[src/rtl/multi_clock_enable_gen.sv]
// Multi-channel clock-enable generator: per-channel tick strobe and square-wave level,
// with run-time divisor reload that commits only on a period boundary.

module mce_ch #(
    parameter int               WIDTH   = 32,
    parameter logic [WIDTH-1:0] DEF_DIV = WIDTH'(2)
) (
    input  logic             clk_in,
    input  logic             reset,
    input  logic             en,
    input  logic             sync_clr,
    input  logic             ld_hit,
    input  logic [WIDTH-1:0] load_div,
    output logic             tick,
    output logic             level
);
    logic [WIDTH-1:0] r_cnt;
    logic [WIDTH-1:0] r_act;
    logic [WIDTH-1:0] r_pend;
    logic             r_pflag;
    logic             w_wrap;
    logic             w_commit;

    assign w_wrap   = (r_cnt == r_act - WIDTH'(1));
    // Pending divisor lands on a wrap or while idle, so the running period never shortens.
    assign w_commit = r_pflag & (~en | w_wrap);

    always_ff @(posedge clk_in or posedge reset) begin
        if (reset) begin
            r_cnt   <= '0;
            r_act   <= DEF_DIV;
            r_pend  <= DEF_DIV;
            r_pflag <= 1'b0;
        end else if (sync_clr) begin
            r_cnt   <= '0;
            r_act   <= ld_hit ? load_div : r_pend;
            r_pend  <= ld_hit ? load_div : r_pend;
            r_pflag <= 1'b0;
        end else begin
            r_cnt <= (en && !w_wrap) ? r_cnt + WIDTH'(1) : '0;
            if (w_commit)
                r_act <= r_pend;
            // A load on the commit edge stays pending for the next boundary.
            if (ld_hit) begin
                r_pend  <= load_div;
                r_pflag <= 1'b1;
            end else if (w_commit) begin
                r_pflag <= 1'b0;
            end
        end
    end

    assign tick  = en & w_wrap;
    assign level = en & (r_cnt >= (r_act >> 1));
endmodule

module multi_clock_enable_gen #(
    parameter int                      NUM_CH       = 3,
    parameter int                      WIDTH        = 32,
    parameter logic [NUM_CH*WIDTH-1:0] DEFAULT_DIVS = {32'd1000000, 32'd204000, 32'd100000000}
) (
    input  logic                                        clk_in,
    input  logic                                        reset,
    input  logic [NUM_CH-1:0]                           en,
    input  logic                                        sync_clr,
    input  logic                                        load_valid,
    input  logic [(NUM_CH > 1 ? $clog2(NUM_CH) : 1)-1:0] load_ch,
    input  logic [WIDTH-1:0]                            load_div,
    output logic                                        load_err,
    output logic [NUM_CH-1:0]                           tick,
    output logic [NUM_CH-1:0]                           level
);
    localparam int CH_W = (NUM_CH > 1) ? $clog2(NUM_CH) : 1;

    logic              w_ch_ok;
    logic              w_accept;
    logic [NUM_CH-1:0] w_hit;
    logic              r_err;

    // Power-of-two channel counts cannot address a missing channel.
    generate
        if (NUM_CH == (1 << CH_W)) begin : g_ch_full
            assign w_ch_ok = 1'b1;
        end else begin : g_ch_part
            assign w_ch_ok = (load_ch < CH_W'(NUM_CH));
        end
    endgenerate

    assign w_accept = load_valid & w_ch_ok & (load_div >= WIDTH'(2));

    always_ff @(posedge clk_in or posedge reset) begin
        if (reset)
            r_err <= 1'b0;
        else
            r_err <= load_valid & ~w_accept;
    end

    assign load_err = r_err;

    generate
        for (genvar g = 0; g < NUM_CH; g++) begin : g_ch
            assign w_hit[g] = w_accept & (load_ch == CH_W'(g));

            mce_ch #(
                .WIDTH   (WIDTH),
                .DEF_DIV (DEFAULT_DIVS[g*WIDTH +: WIDTH])
            ) u_ch (
                .clk_in   (clk_in),
                .reset    (reset),
                .en       (en[g]),
                .sync_clr (sync_clr),
                .ld_hit   (w_hit[g]),
                .load_div (load_div),
                .tick     (tick[g]),
                .level    (level[g])
            );
        end
    endgenerate
endmodule

[config.mk]
export PLATFORM = sky130hd
export DESIGN_NAME = multi_clock_enable_gen
export DESIGN_NICKNAME = d
export VERILOG_FILES = /design/src/rtl/multi_clock_enable_gen.sv
export SDC_FILE = /design/constraint.sdc
export NUM_CORES = 1
export LEC_CHECK = 0
export CAP_MARGIN = 20
export CORE_MARGIN = 10
export CORE_UTILIZATION = 55
export DETAILED_ROUTE_END_ITERATION = 12
export PLACE_DENSITY_LB_ADDON = 0.3
export RECOVER_POWER = 50
export SYNTH_ARGS = -nofsm -noshare
export SYNTH_HDL_FRONTEND = slang
export SYNTH_HIERARCHICAL = 1
export SYNTH_SLANG_ARGS = --single-unit
[constraint.sdc]
create_clock -name clk_in -period 3.8 [get_ports clk_in]
set_clock_uncertainty 0.05 [all_clocks]
set_input_delay 0.38 -clock clk_in [delete_from_list [all_inputs] [get_ports clk_in]]
set_output_delay 0.38 -clock clk_in [all_outputs]
set_load 0.01 [all_outputs]
Yosys cells after proc, flatten, opt, wreduce, memory -nomap -nowiden
Cells that the tools add are included.
{ "op_classes": {"addsub": 6, "n_mul": 0, "n_div": 0, "magnitude_cmp": 5, "eq_ne": 5, "shift": 0, "n_mux": 24, "bitwise": 22, "reduce_logical": 13} }
{ "op_table": {"columns": ["cell", "count"], "rows": [
  ["32-bit two-way mux", 15],
  ["32-bit by 1-bit adder with 32-bit output (second input constant)", 3],
  ["32-bit equality test", 3],
  ["32-bit by 31-bit greater-or-equal comparator with 1-bit output", 3],
  ["32-bit by 1-bit subtractor with 32-bit output (second input constant)", 3],
  ["32-bit by 2-bit greater-or-equal comparator with 1-bit output (second input constant)", 1],
  ["1-bit AND", 15],
  ["1-bit two-way mux", 9],
  ["3-bit nonzero test", 3],
  ["2-bit nonzero test", 3],
  ["1-bit NOT", 4],
  ["1-bit logical AND", 3],
  ["1-bit zero test", 3],
  ["1-bit bitwise OR", 3],
  ["2-bit by 1-bit equality test with 1-bit output (second input constant)", 1],
  ["2-bit equality test (second input constant)", 1],
  ["2-bit zero test", 1],
  ["2-bit less-than comparator (second input constant)", 1]
]} }
{ "word_totals": {"ff_bits": 292, "latchBits": 0, "ramBits": 0, "mem_bits_ro": 0, "inputBits": 41, "out_inout_bits": 7, "memories": 0} }

Depth between registers and ports, before layout
Gate-level depths: netlist of run 1.
{ "logic_depth": {"depth_word": 7, "mapped_depth": 13} }

Cells and area by module
The synthesis of run 1 kept the hierarchy.
{ "modules_own_cells": {"columns": ["module", "n_inst", "cells_per_inst", "area_each_um2", "seq_area_each_um2"], "rows": [
  ["mce_ch at g_ch[0].u_ch", 1, 808, 7009.2, 2457.4],
  ["mce_ch at g_ch[1].u_ch", 1, 677, 6492.5, 2447.3],
  ["mce_ch at g_ch[2].u_ch", 1, 677, 6490.0, 2444.8],
  ["multi_clock_enable_gen", 1, 19, 140.1, 25.0]
]} }

Least setup slack after synthesis of run 1
Ideal clock, no wire load.
{ "synth_timing": {"path_kind": "reg-to-output", "startpoint": "register g_ch[0].u_ch.r_act[0]", "endpoint": "output port tick[0]", "arrival_ns": 3.012, "path_slack_ns": 0.358, "stages_incl_launch_ff": 10, "path_buffers": 0, "cell_sequence": "dfrtp_1 > inv_1 > ha_1 > nor3b_4 > nand4_4 > or4_1 > a2111oi_2 > nand3_1 > or4b_1 > nor4_1"} }
{ "synth_via": {"elab_chain_len": 3} }
{ "synth_rtl": {"columns": ["element", "line", "source"], "rows": [
  ["start, declared", "18", "logic [WIDTH-1:0] r_act;"],
  ["start signal, assigned", "36", "r_act <= ld_hit ? load_div : r_pend;"],
  ["start signal, assigned", "42", "r_act <= r_pend;"],
  ["32-bit by 1-bit subtractor with 32-bit output", "24", "assign w_wrap = (r_cnt == r_act - WIDTH'(1));"],
  ["32-bit equality test", "24", null],
  ["1-bit AND", "53", "assign tick = en & w_wrap;"],
  ["end, declared", "70", "output logic [NUM_CH-1:0] tick,"]
]} }
Every way passes these cells.

Worst setup path after layout of run 1
Same ends and word-level chain as after synthesis.

==> results.txt, run 1 <==
The run finished, with violations left. The checks that failed: max-capacitance violations, max-slew violations, negative setup slack. The maximum clock frequency came out at 0.2558 GHz. Entering global routing, the biggest net connects 66 pins. Setup violations remaining at the end of the flow were counted as 1. The ratio of total power to cell area came out at 422.4 mW/mm2. The area added between synthesis and finish came out at 14.70%. The smallest clock period supported by the final layout is computed as 3909 ps. Summed over all nets, the switching power comes to 3.117 mW.

The final RePlAce weighted congestion came out at 0.9887. The number of clock buffers inserted by TritonCTS came out at 35. The wire-length estimate of the detail-placed layout is around 40000 um. The post-synthesis average cell area is 9.231 um2. Max-cap violations in this run came to 3.

The root buffer cell chosen for the clock tree is clkbuf_16. The count of buffers added on input and output ports is between 40 and 50. The horizontal die dimension came out at 211.3 um. At the pin with the least slew margin, the transition time is between 2000 and 2500 ps.

The floorplan die area came out at 0.04466 mm2. The critical path goes through buf_6 -> nor4_4 -> and2_4 -> xor2_1 -> o2111ai_2 -> a2111oi_4 -> nand3_1 -> or4b_4 -> nor4_4 -> buf_4 -> buf_6. STA classifies the critical path startpoint as a register. The proportion of power drawn by the clock network is 33.8%. The most critical setup path has its startpoint at g_ch[0].u_ch/r_act[0]. The register bit total from synthesis is slightly below 300.

Setup repair after global routing could not meet its margin everywhere. The worst IR drop on VDD is 0.3432 mV. The total nets after synthesis is 2321.

The I/O pin count came out at 48. The switching share of power came out at about a third. The height of the chip is between 200 and 250 um. The cell area after technology mapping came out at 0.02013 mm2. The worst slew slack as a fraction of its limit came out at -64.09%. The cell type of the slowest stage on the worst timing path is or4b_4. In the final layout, the share of cells above drive strength 1 is 20.28%. The tightest min-delay check is of the in -> async type. The largest total area in the synthesized netlist belongs to dfrtp_1. The synthesized design contains 0 enable-type register cells.

The number of placed instances, taps included, is 2693. Global routing finished with a remaining overflow of 0. The total negative slack for setup checks came out at -109.4 ps.

The clock-pin slew on the worst setup and hold paths came out at 60 ps. Among all flip-flop cells after synthesis, the most frequent one is dfrtp_1. The routed design has 55100 um of wire. The startpoint identified for the worst register-to-register timing path is g_ch[0].u_ch/r_act[0]. Excluding fillers, the count of instances in the completed layout stands at ~2800. Yosys attributes the largest share of cell area to dfrtp_1 (30%), dfstp_2 (7.0%), ha_1 (6.2%). Global routing consumed, over all layers together, 24.33% of the routing resources. The total number of yosys warnings is 6. The number of cells traversed by the worst register-to-register path is 15. The final cycle utilization of the critical path came out at 102.9%. The final hold violation count is 0.

The internal power of the cells came out at 6.637 mW. The number of vias per cell came out at 6.012. The later-pin clock latency in the skew report is 540 ps. The share of synthesized area in the top cell type comes to 29.58%. Setup slack on the worst reg-to-reg path comes out at 140 ps. The proportion of power drawn by combinational gates is around a quarter. The worst setup path is captured at an output port. The required time at the worst-slack endpoint came out at 3370 ps. The wire length of the first global-routing pass is 87770 um. The via count of the first global-routing pass is 16180.

The first detailed-routing pass took 6 iterations. The starting density of the core came out at 55.39%. The initialized floorplan defines 70 standard-cell rows. The critical path class is reg -> out. After floorplanning, the core was sized to cover 0.03635 mm2. After the first detailed-routing iteration, the DRC count stood at 1329. The clock tree synthesis step divided the H-tree into 2 levels. TritonCTS built the clock tree.

For this run, the register share of the synthesized area comes to a little over a third. The data arrival at the endpoint of the critical path came out at 3480 ps. The number of sinks handled by clock tree synthesis came out at roughly 300. After synthesis, the netlist uses 78 different library cells. The final setup slack of the worst path is -109.4 ps. In the final design database the tool counted 2422 nets.

The antenna violation net count after detailed routing is 0. The proportion of synthesized flip-flops having asynchronous set or reset came out at 100.0%. The static leakage power came out at 9.744 nW. In the routed design, unresolved DRC markers number 0. Of all nets on the critical path, the largest fanout is 4. The routed layout has ~17000 vias. The relative contribution of sequential cells to total power is 41.1%. The wire length per cell after detailed routing came out at 19.84 um. The max-slew violation total from the final report came to 153. The number of instances in the synthesized netlist came out at 2181.

The stage delay of the slowest cell on the critical path is 550 ps. In this run the critical register-to-register path is captured at g_ch[0].u_ch/r_act[2]. The initial antenna violation count came out at 1. The maximum root-to-sink buffer count is 3.
-- final cells by class --
| cell class | instances | area (um2) |
|---|---|---|
| Timing Repair Buffer | 189 | 1604 |
| Sequential cell | 292 | 7380 |
| Fill cell | 2968 | 13260 |
| Clock buffer | 55 | 1044 |
| Multi-Input combinational cell | 1643 | 11950 |
| Tap cell | 468 | 585.6 |
| Inverter | 121 | 457.9 |
| Antenna cell | 1 | 2.502 |
| Clock inverter | 8 | 70.07 |
-- metrics by stage --
| stage | instance area [um2] | power (mW) | util (%) | hold WS [ps] | worst slack (ps) |
|---|---|---|---|---|---|
| floorplan | 20130 | 5.569 | - | 58.71 | 358.3 |
| global placement | 21580 | 6.242 | 59.36 | 454.6 | -211.2 |
| detailed placement | 21580 | 6.334 | 59.36 | 464.8 | -213.7 |
| CTS | 22880 | 9.720 | 62.94 | 232.4 | -186.0 |
| global route | 23090 | 10.24 | 63.53 | 247.9 | -241.7 |
| finish | 23090 | 9.754 | 63.53 | 252.3 | -109.4 |
-- critical path: cells and delay by family (launching register included) --
kind	cells	cell delay [ps]
and+or+nand+nor	5	1430
AOI/OAI and AO/OA	2	570
DFF	1	390
buffers and inverters	3	380
xor gates and xnor gates	1	170
-- state kept, by name, summed over array words and instances (netlist names) --
register and cells:
g_ch.u_ch/r_pflag 3, g_ch.u_ch/r_cnt 96, load_err 1, g_ch.u_ch/r_act 96
g_ch.u_ch/r_pend 96
-- logic make-up (layout without fill, tap and decap cells) --
group           after synthesis  count (layout)  share of synthesized area [%]
other cells                   0               1                              0
fa+ha+maj                    99              99                          6.153
compound gates              386             386                          13.44
mux                         171             171                          9.117
buf+inv                     246             373                          5.569
xor+xnor                    197             197                          8.571
flops                       292             292                          36.63
simple gates                790             790                          20.52
-- power by group through the flow --
stage	combinational, mW	sequential (mW)	clock [mW]
floorplan	1.69	3.88	0
global placement	2.23	4.01	0
detailed placement	2.30	4.03	0
CTS	2.36	4.00	3.36
global route	2.69	4.06	3.48
finish	2.44	4.01	3.30
-- cell usage in the layout (no fill, tap or decap), types with 7 or more instances in the layout --
cell / n
a211oi_1: 56
a211oi_2: 21
a21o_1: 34
a21oi_1: 127
a31oi_1: 9
and2_1: 11
and3_1: 33
and4_1: 9
buf_4: 130
clkbuf_1: 13
clkbuf_16: 38
clkdlybuf4s50_1: 37
dfrtp_1: 234
dfstp_2: 54
ha_1: 98
inv_1: 116
mux2_2: 99
mux2i_1: 72
nand2_1: 93
nand2b_1: 20
nand3_1: 61
nand4_1: 37
nor2_1: 316
nor2b_1: 16
nor3_1: 68
nor3_2: 8
nor4_1: 24
nor4_2: 12
nor4_4: 12
o211ai_1: 7
o21ai_0: 33
o22ai_1: 8
or3_1: 8
or4_1: 8
xnor2_1: 95
xor2_1: 101
-- repair_timing --
item | CTS | global route
hold buffers | 0 | 0
endpoints found under the setup margin | 5 | 9
cloned | 0 | 1
buffers inserted | 4 | 15
resized for setup | 41 | 36
pin swaps | 12 | 15
-- Yosys cell counts (all sizes together) (8+ instances only) --
master / instances
nor2: 317
or3: 8
nor2b: 16
nand4: 40
nor3b: 9
o21ai: 38
nand2: 97
a211oi: 77
and3: 33
or4: 10
o31ai: 9
and2: 13
buf: 52
nor4b: 10
nor4: 48
nor3: 80
mux2i: 72
a21oi: 131
inv: 121
o22ai: 9
nand2b: 20
dfrtp: 238
and4: 9
nand3: 62
ha: 99
dfstp: 54
mux2: 99
a21o: 34
xor2: 101
xnor2: 96
clkbuf: 73
a31oi: 9
-- worst max-delay path by stage --
stage	end	slack (ps)	depth (start not counted)
3_3_place_gp	tick[0]	-210	11
6_report	tick[0]	-110	11
4_1_cts	tick[0]	-190	11
5_1_grt	tick[0]	-240	12
2_1_floorplan	tick[0]	360	9
3_5_place_dp	tick[0]	-210	11
-- per-layer routing --
layer	vias up	track usage (%)	wire [um]
met5	-	0	13
met4	2	9.819	1891
met3	90	3.387	3326
met2	472	38.34	25470
met1	8169	33.13	24400
li1	7962	-	-
Note: power is estimated with default switching activity, not from simulation.
==> inputs of run 2 (changes only) <==
--- a/config.mk
+++ b/config.mk
@@ -7,10 +7,12 @@
 export LEC_CHECK = 0
 export CAP_MARGIN = 20
 export CORE_MARGIN = 10
-export CORE_UTILIZATION = 55
+export CORE_UTILIZATION = 65
+export CTS_BUF_LIST = sky130_fd_sc_hd__clkbuf_8
 export DETAILED_ROUTE_END_ITERATION = 12
 export PLACE_DENSITY_LB_ADDON = 0.3
 export RECOVER_POWER = 50
+export SKIP_CTS_REPAIR_TIMING = 1
 export SYNTH_ARGS = -nofsm -noshare
 export SYNTH_HDL_FRONTEND = slang
 export SYNTH_HIERARCHICAL = 1
==> results.txt, run 2 (synthesis gave the netlist of run 1 again) <==
The number of clock buffers inserted by TritonCTS came out at 49 (+40%). The antenna violation net count after detailed routing is 0 (unchanged). The data arrival at the endpoint of the critical path is 3650 ps (+170 ps).

The clock-pin slew on the worst setup and hold paths is 60 ps (about the same). The critical path in this run is classified as reg -> out. Setup repair after global routing could not meet its margin everywhere. The critical path launch point type is a register. The nature of the critical path endpoint is an output port. The multi-input gate area in the final layout is 0.01196 mm2 (+0.10%). Leaving out fill and tap cells, the most frequent cell in the layout is nor2_1. The final cycle utilization of the critical path came to 107.4% (+4.5 points). The horizontal die dimension is 196.0 um (-7.3%). The area used by sequential logic in the layout came out at 0.007383 mm2 (about the same). The worst IR drop on VDD came out at 0.3578 mV (+4.3%).

The setup-violating endpoint count in the final report came to 1 (unchanged). The largest net degree at the start of global routing is 93 (+41%). The detailed-router iteration count before antenna repair came out at 7 (+1). The number of sinks handled by clock tree synthesis is 292 (unchanged). The remaining routing DRC violations was 0 (unchanged). The max-slew violation total from the final report is 151 (-1.3%). The total wire length after detailed routing is 54570 um (-0.97%). The static leakage power is 9.815 nW (+0.72%). The initial antenna violation count came out at 1 (unchanged). The via count of the first global-routing pass came out at 17010 (+5.1%).

The maximum clock frequency was 0.2450 GHz (-4.2%). The later-pin clock latency in the skew report came out at 590 ps (+50 ps). The checks that failed: max-capacitance violations, max-slew violations, negative setup slack. The total half-perimeter wirelength after legalization and detailed placement was 39730 um (-0.18%). The wire length per cell after detailed routing is 20.03 um (+0.95%).

The wire length of the first global-routing pass is 88470 um (+0.80%). The clock tree from TritonCTS is done. The floorplan die area came out at 0.03841 mm2 (-14%). The number of diodes added for antenna fixing came out at 0 (-1). The final hold violation count came to 0 (unchanged). The worst slew slack as a fraction of its limit came out at -73.10% (-9.0 points). The count of buffers from port buffering is 47 (unchanged). The starting density of the core is 65.81% (+10 points). The total number of H-tree levels is 2 (unchanged). The number of rows created at floorplan is 64 (-8.6%). The post-layout utilization of the core came to 74.98% (+11 points). In this run the worst hold path is classified as in -> async. The final critical-path required period is 4082 ps (+172.2 ps). The global route total overflow came out at 0 (unchanged).

The proportion of layout cells with a drive suffix above 1 was 20.79% (+0.51 points). The final setup slack of the worst path came to -281.6 ps (-172.2 ps). The total negative slack for setup checks came out at -281.6 ps (-172.2 ps).

The total power of the final layout came to 9.600 mW (-1.6%). The library cells used most frequently in the layout, excluding fill and tap cells, are nor2_1 (316), dfrtp_1 (231), inv_1 (133). The transition at the pin with the smallest max-transition slack was 2582 ps (+134.4 ps). The number of nets at the end of the flow came out at 2427 (+0.21%). The required time at the worst-slack endpoint is 3370 ps (about the same). The maximum root-to-sink buffer count is 3 (unchanged). In this run the clock root is driven by a clkbuf_8. The number of design-rule violations left by the first detailed-router iteration is 1490 (+12%).

The number of max-capacitance violations reported is 3 (unchanged). The ratio of total power to cell area is 418.6 mW/mm2 (-0.90%). The height of the chip came out at 196.0 um (-7.3%). The largest registers in the layout are g_ch.u_ch/r_act: 96 flops, g_ch.u_ch/r_cnt: 96 flops, g_ch.u_ch/r_pend: 96 flops. The via total after detailed routing is 17130 (+2.6%). The I/O pin count is 48 (unchanged). The area added between synthesis and finish came out at 13.92%.

The final RePlAce weighted congestion came out at 0.9568 (-3.2%). The number of vias per cell came out at 6.289 (+4.6%). The overall global routing resource usage came out at 27.75% (+3.4 points). The core area came out at 0.03059 mm2 (-16%). The fill cell total of the finished layout came out at 2200 (-26%). The highest fanout seen on the critical path came out at 2 (-2). The run finished, with violations left.
run 2: cell types whose count changed in the layout (fill, tap and decap cells not counted), sizes merged:
cell / delta
clkinv: +3
dlymetal6s2s: +1
clkdlybuf4s15: -1
buf: -8
clkdlybuf4s50: +1
diode: -1
bufinv: +5
inv: +17
clkbuf: +3
dlygate4sd3: -1
run 2: final timing paths:
| kind | startpoint | endpoint | slack [ps] | depth (start not counted) |
|---|---|---|---|---|
| setup reg to reg | g_ch[2].u_ch/r_act[5] | g_ch[2].u_ch/r_act[21] | 110 | 11 |
| max in group asynchronous | reset | g_ch[2].u_ch/r_cnt[28] | 710 | 3 |
| hold / removal | reset | load_err | 160 | 2 |
| hold reg to reg | g_ch[0].u_ch/r_cnt[0] | g_ch[0].u_ch/r_cnt[0] | 470 | 1 |
| setup / recovery | g_ch[0].u_ch/r_act[0] | tick[0] | -280 | 13 |
| min in group clk_in | sync_clr | g_ch[0].u_ch/r_pflag | 200 | 2 |
run 2: layout make-up:
cell class              count  area share [%]
clock buffers              59           3.541
clock inverters            33           1.304
inverters                 121           1.997
multi-input cells        1643           52.16
flip-flops and latches    292           32.19
well taps                 396           2.160
repair buffers            180           6.650
run 2: routing by layer:
layer | GRT usage, % | up-vias | share of wire [%]
li1 | - | 7968 | -
met1 | 37.38 | 8432 | 43
met2 | 43.94 | 594 | 46
met3 | 4.126 | 138 | 6.9
met4 | 11.34 | 0 | 4.0
met5 | 0 | - | 0
run 2: stage by stage:
| step | area [um2] | setup WS (ps) | std cells | hold WS (ps) |
|---|---|---|---|---|
| global route | 22930 | -398.1 | 2724 | 154.7 |
| global placement | 21450 | -120.4 | 2620 | 453.4 |
| floorplan | 20130 | 358.3 | 2181 | 58.71 |
| CTS | 22570 | -801.2 | 2712 | 126.8 |
| finish | 22930 | -281.6 | 2724 | 161.2 |
| detailed placement | 21450 | -144.0 | 2620 | 463.2 |
run 2: critical path, stage by stage, from the launching register on:
cell,delay [ps]
dfrtp_1,380
inv_1,70
ha_2,160
nor3b_4,240
nand4_4,130
buf_6,140
or4_1,490
and2_4,180
nor3_2,130
nand3_1,90
or4b_4,500
nor4_4,290
buf_4,160
buf_6,90
run 2: power by group:
part | internal (mW) | leakage (nW) | total [mW] | switching, mW
clock | 1.82 | 0.631 | 3.14 | 1.32
sequential | 3.58 | 3.57 | 4.03 | 0.449
combinational | 1.09 | 5.61 | 2.43 | 1.35
